<file path="src/rtl/laser_cover_gen.sv">
`default_nettype none
// laser_cover_gen: loads a frame of points, then alternately refines two circle centres to maximise union coverage.
// Rev 1.0

module laser_cover_gen #(
  parameter int CW       = 4,
  parameter int N_PTS    = 40,
  parameter int R_SQ     = 16,
  parameter int MAX_ITER = 8
) (
  input  logic                       CLK,
  input  logic                       RST_N,
  input  logic                       VALID,
  input  logic [CW-1:0]              X,
  input  logic [CW-1:0]              Y,
  output logic                       READY,
  output logic [CW-1:0]              C1X,
  output logic [CW-1:0]              C1Y,
  output logic [CW-1:0]              C2X,
  output logic [CW-1:0]              C2Y,
  output logic [$clog2(N_PTS+1)-1:0] COUNT,
  output logic                       DONE
);

  localparam int CNTW = $clog2(N_PTS + 1);
  localparam int IW   = (N_PTS > 1) ? $clog2(N_PTS) : 1;
  localparam int ITW  = $clog2(MAX_ITER + 1);
  localparam logic [IW-1:0]  LAST_IDX = IW'(N_PTS - 1);
  localparam logic [ITW-1:0] ITER_LIM = ITW'(MAX_ITER);

  typedef enum logic [2:0] {
    IDLE  = 3'd0,
    LOAD  = 3'd1,
    SCAN1 = 3'd2,
    SCAN2 = 3'd3,
    CHECK = 3'd4,
    OUT   = 3'd5
  } state_t;

  state_t          state;
  logic [CW-1:0]   pt_x [N_PTS];
  logic [CW-1:0]   pt_y [N_PTS];
  logic [IW-1:0]   idx;
  logic [CW-1:0]   cx, cy;
  logic [CW-1:0]   c1x, c1y, c2x, c2y;
  logic [CW-1:0]   s1x, s1y, s2x, s2y;
  logic [CW-1:0]   bx, by;
  logic [CNTW-1:0] cnt, best, final_cnt;
  logic [ITW-1:0]  iter;

  logic [CW-1:0]   fix_x, fix_y, win_x, win_y;
  logic            hit, better, last_pt, last_cand, converged;
  logic [CNTW-1:0] total;
  logic [ITW-1:0]  iter_next;

  // dx/dy are absolute differences; the sum is one bit wider than a square so it cannot wrap.
  function automatic logic covered(input logic [CW-1:0] ax, input logic [CW-1:0] ay,
                                   input logic [CW-1:0] px, input logic [CW-1:0] py);
    logic [CW-1:0]   dx, dy;
    logic [2*CW-1:0] dxe, dye;
    logic [2*CW:0]   s;
    dx  = (ax >= px) ? (ax - px) : (px - ax);
    dy  = (ay >= py) ? (ay - py) : (py - ay);
    dxe = {{CW{1'b0}}, dx};
    dye = {{CW{1'b0}}, dy};
    s   = {1'b0, dxe * dxe} + {1'b0, dye * dye};
    return ({{(31-2*CW){1'b0}}, s} <= 32'(R_SQ));
  endfunction

  always_comb begin
    fix_x     = (state == SCAN1) ? c2x : c1x;
    fix_y     = (state == SCAN1) ? c2y : c1y;
    hit       = covered(cx, cy, pt_x[idx], pt_y[idx]) ||
                covered(fix_x, fix_y, pt_x[idx], pt_y[idx]);
    total     = cnt + CNTW'(hit);
    better    = (total > best);
    last_pt   = (idx == LAST_IDX);
    last_cand = (&cx) && (&cy);
    win_x     = better ? cx : bx;
    win_y     = better ? cy : by;
    iter_next = iter + ITW'(1);
    converged = (c1x == s1x) && (c1y == s1y) && (c2x == s2x) && (c2y == s2y);
  end

  always_ff @(posedge CLK or negedge RST_N) begin
    if (!RST_N) begin
      state     <= IDLE;
      READY     <= 1'b1;
      DONE      <= 1'b0;
      C1X       <= '0;
      C1Y       <= '0;
      C2X       <= '0;
      C2Y       <= '0;
      COUNT     <= '0;
      idx       <= '0;
      cx        <= '0;
      cy        <= '0;
      c1x       <= '0;
      c1y       <= '0;
      c2x       <= '0;
      c2y       <= '0;
      s1x       <= '0;
      s1y       <= '0;
      s2x       <= '0;
      s2y       <= '0;
      bx        <= '0;
      by        <= '0;
      cnt       <= '0;
      best      <= '0;
      final_cnt <= '0;
      iter      <= '0;
      for (int i = 0; i < N_PTS; i++) begin
        pt_x[i] <= '0;
        pt_y[i] <= '0;
      end
    end else begin
      DONE <= 1'b0;
      case (state)
        IDLE, LOAD: begin
          if (VALID) begin
            pt_x[idx] <= X;
            pt_y[idx] <= Y;
            if (idx == LAST_IDX) begin
              state <= SCAN1;
              READY <= 1'b0;
              idx   <= '0;
              cx    <= '0;
              cy    <= '0;
              c1x   <= '0;
              c1y   <= '0;
              c2x   <= '0;
              c2y   <= '0;
              s1x   <= '0;
              s1y   <= '0;
              s2x   <= '0;
              s2y   <= '0;
              bx    <= '0;
              by    <= '0;
              cnt   <= '0;
              best  <= '0;
              iter  <= '0;
            end else begin
              state <= LOAD;
              idx   <= idx + IW'(1);
            end
          end
        end

        SCAN1, SCAN2: begin
          if (!last_pt) begin
            idx <= idx + IW'(1);
            cnt <= total;
          end else begin
            idx <= '0;
            cnt <= '0;
            // Strictly greater only, so the earliest candidate keeps a tie.
            if (better) begin
              best <= total;
              bx   <= cx;
              by   <= cy;
            end
            {cy, cx} <= {cy, cx} + (2*CW)'(1);
            if (last_cand) begin
              best <= '0;
              bx   <= '0;
              by   <= '0;
              if (state == SCAN1) begin
                c1x   <= win_x;
                c1y   <= win_y;
                state <= SCAN2;
              end else begin
                c2x       <= win_x;
                c2y       <= win_y;
                final_cnt <= better ? total : best;
                state     <= CHECK;
              end
            end
          end
        end

        CHECK: begin
          iter <= iter_next;
          if (converged || (iter_next == ITER_LIM)) begin
            state <= OUT;
            C1X   <= c1x;
            C1Y   <= c1y;
            C2X   <= c2x;
            C2Y   <= c2y;
            COUNT <= final_cnt;
            DONE  <= 1'b1;
          end else begin
            state <= SCAN1;
            s1x   <= c1x;
            s1y   <= c1y;
            s2x   <= c2x;
            s2y   <= c2y;
          end
        end

        OUT: begin
          state <= IDLE;
          READY <= 1'b1;
        end

        default: state <= IDLE;
      endcase
    end
  end

endmodule

`default_nettype wire

</file>
<file path="config.mk">
export PLATFORM = sky130hd
export DESIGN_NAME = laser_cover_gen
export DESIGN_NICKNAME = d
export VERILOG_FILES = /design/src/rtl/laser_cover_gen.sv
export SDC_FILE = /design/constraint.sdc
export NUM_CORES = 1
export LEC_CHECK = 0
export BUFFER_PORTS_ARGS = -buffer_cell sky130_fd_sc_hd__buf_2
export CAP_MARGIN = 20
export CORE_ASPECT_RATIO = 1.4
export CORE_MARGIN = 2
export CORE_UTILIZATION = 40
export DETAILED_ROUTE_END_ITERATION = 6
export PLACE_DENSITY = 0.66
export RECOVER_POWER = 50
export SYNTH_ARGS = -nofsm -noshare
export SYNTH_HDL_FRONTEND = slang
export SYNTH_SLANG_ARGS = --single-unit
</file>
<file path="constraint.sdc">
create_clock -name CLK -period 16.2 [get_ports CLK]
set_input_delay 1.62 -clock CLK [delete_from_list [all_inputs] [get_ports CLK]]
set_output_delay 1.62 -clock CLK [all_outputs]
set_load 0.01 [all_outputs]
</file>
==> summary.md <==
| Metric | Value |
|---|---|
| Critical Path AT | `13940 ps` |
| CTS clk-pin slew, worst paths | `60 ps` |
| Register area share after synthesis | `47.1%` |
| Antenna violations before repair | `0` |
| Asr flop ratio synth | `100%` |
| Endpoints failing hold | `0` |
| Crit path largest cell delay | `2130 ps` |
| Gpl congestion | `0.897` |
| Synth warn | `0` |
| Clk buf depth | `3` |
| Fillcell total | `5125` |
| RSZ-0062 raised after global routing | `false` |
| Primary FF master, synth | `dfrtp_1` |
| TritonCTS clock tree | `built` |
| Final min period | `13440 ps` |
| Via density | `5.76` |
| Nets@finish | `1910` |
| Global-route wire length before repair | `90400 um` |
| Synthesized flop and latch total | `423` |
| # resized after CTS | `0` |
| Root Buffer | `clkbuf_16` |
| Post-synth cell types | `81` |
| Setup TNS | `0 ps` |
| Die area | `58100 um2` |
| Global Route Usage Sum | `20.0%` |
| Crit Path Category | `register to register` |
| Core Footprint | `55400 um2` |
| Top cells by area, synth | `dfrtp_1, mux2_2, ha_1` |
| Wirelength, routed | `57300 um` |
| Largest area contributor in the netlist | `dfrtp_1` |
| Post-Syn Area | `22500 um2` |
| # DRC | `0` |
| Row count | `102` |
| Post-Syn Nets | `1911` |
| Input/output buffers | `34` |
| Gr ovfl total | `0` |
| Initial Utilization | `40.6%` |
| Largest net degree at the start of global routing | `185` |
| Max-cap violations | `2` |
| Clock Sinks | `423` |
| Worst hold path class | `register to register` |
| Synth top area share | `47.0%` |
| Die Wd | `204 um` |
| Violated checks | `max-capacitance violations, max-slew violations` |
| Area delta synth->final | `9.44%` |
| Clk Latency, worst-skew pair | `590 ps` |
| Vias in the first global route | `15500` |
| Finish-stage setup viols | `0` |
| Ports | `35` |
| Slew @ Worst Pin | `4490 ps` |
| Critical Path RT | `16700 ps` |
| Max Clk Rate | `74.4 MHz` |
| Final Cycle Share | `82.9%` |
| Dpl hpwl | `38900 um` |
| Post-DRT Antenna Nets | `0` |
| Critical Path Sink Type | `register` |
| EDFF count, synth | `0` |
| Top cells by instance count after synthesis | `dfrtp_1, mux2_2, nand2_1` |
| Fin. max-slew vios | `141` |
| Vias | `14700` |
| Count of mapped cells out of synthesis | `1797` |
| Place WS | `4100 ps` |
| Post-CTS setup buffers | `0` |
| Rel. slew slack | `-200%` |
| Iter 0 DRT Violations | `1054` |
| Final worst setup slack | `2760 ps` |
| Avg Inst Size Synth | `12.5 um2` |
| Drt wl/cell | `22.4 um` |
| TritonCTS buffer count | `44` |
| First-pass DRT Iterations | `5` |
| Most common cell in the synthesized netlist | `dfrtp_1` |
| Crit Path Max Fanout | `54` |
| Htree depth | `2` |
| Clock Skews | `25.7 ps` |
| Antenna Cells | `0` |
| CP max stage cell | `dfrtp_1` |
| Worst setup SP type | `register` |
| Die Ht | `284 um` |
| # hold bufs at CTS | `0` |
| Status | `finished with violations` |
| Share of cells above drive strength 1 | `30.4%` |
## final timing paths
path                         startpoint           end  slack (ps)  cells after the start
min reg2reg                final_cnt[2]  final_cnt[2]         480                      2
max                              idx[1]         by[0]        2760                     32
min in group asynchronous         RST_N      pt_x[94]        2630                      1
min                        final_cnt[2]  final_cnt[2]         480                      2
max in group asynchronous         RST_N        c2y[1]        9550                      5
max reg2reg                      idx[1]         by[0]        2760                     32
## per-layer routing
| metal | track usage [%] | part of all wire (%) | wire length, um |
|---|---|---|---|
| met1 | 24.3 | 40 | 22800 |
| met2 | 34.7 | 51 | 29100 |
| met3 | 2.71 | 4.6 | 2630 |
| met4 | 9.60 | 5.0 | 2870 |
| met5 | 0 | 0 | 0 |
## registers in the layout (all words and copies together) (netlist names), 6 cells and up
name,cells
cnt,6
pt_x,160
final_cnt,6
idx,6
COUNT,6
best,6
pt_y,160
## critical path, delay by kind of cell, from the launching register on
| kind | cells | cell delay (ps) |
|---|---|---|
| XOR/XNOR | 3 | 970 |
| buffers and inverters | 3 | 1060 |
| AO/OA/AOI/OAI | 11 | 3700 |
| AND/OR/NAND/NOR | 4 | 1450 |
| flip-flops | 1 | 2130 |
| adder cells (fa/ha/maj) | 10 | 3790 |
| multiplexers | 1 | 220 |
## stage by stage
stage	area [um2]	std cells	hold slack (ps)	util, %
4_1_cts	24700	2555	488	44.6
6_report	24600	2556	482	44.4
3_5_place_dp	23200	2477	474	41.8
2_1_floorplan	22500	1797	446	-
5_1_grt	24600	2556	508	44.4
3_3_place_gp	23200	2477	472	41.8
## placed cells by master, fill, tap and decap left out, types with 7 or more instances in the layout
cell type	count
nor2b_1	14
nor2_2	8
nor4_1	7
o22ai_1	16
fa_1	30
o21ai_0	43
ha_1	73
clkbuf_8	12
a22o_1	28
o21a_1	10
clkbuf_1	32
nand3_1	24
a21o_1	17
a21oi_1	46
mux4_2	22
xnor2_1	28
a221oi_1	29
nand2b_1	13
buf_4	10
nand4_1	10
nand2_1	97
a22oi_1	18
mux2i_1	55
o2bb2ai_1	9
mux2_2	384
buf_2	9
a211oi_1	9
dfrtp_1	420
nor2_1	55
and2_1	8
a32o_1	10
clkbuf_16	45
nor3_1	8
clkinv_2	8
nand2_2	24
inv_1	79
## final cells by class
| class | instances | area, um2 | share of cell area [%] |
|---|---|---|---|
| Inverter | 82 | 308 | 1.25 |
| Sequential cell | 423 | 10600 | 43.1 |
| Clock buffer | 63 | 1310 | 5.34 |
| Timing Repair Buffer | 47 | 265 | 1.08 |
| Clock inverter | 15 | 194 | 0.789 |
| Multi-Input combinational cell | 1198 | 11000 | 44.7 |
| Tap cell | 728 | 911 | 3.71 |
## logic make-up after synthesis
| group | synth area share (%) |
|---|---|
| mux | 24.8 |
| xor+xnor | 1.33 |
| simple gates | 7.40 |
| flops | 47.1 |
| fa+ha+maj | 6.74 |
| compound gates | 9.02 |
| buf+inv | 3.59 |
Power is left out: the tool's default activity adds up to more than one toggle a clock period on the data nets, which glitch-free logic cannot reach.
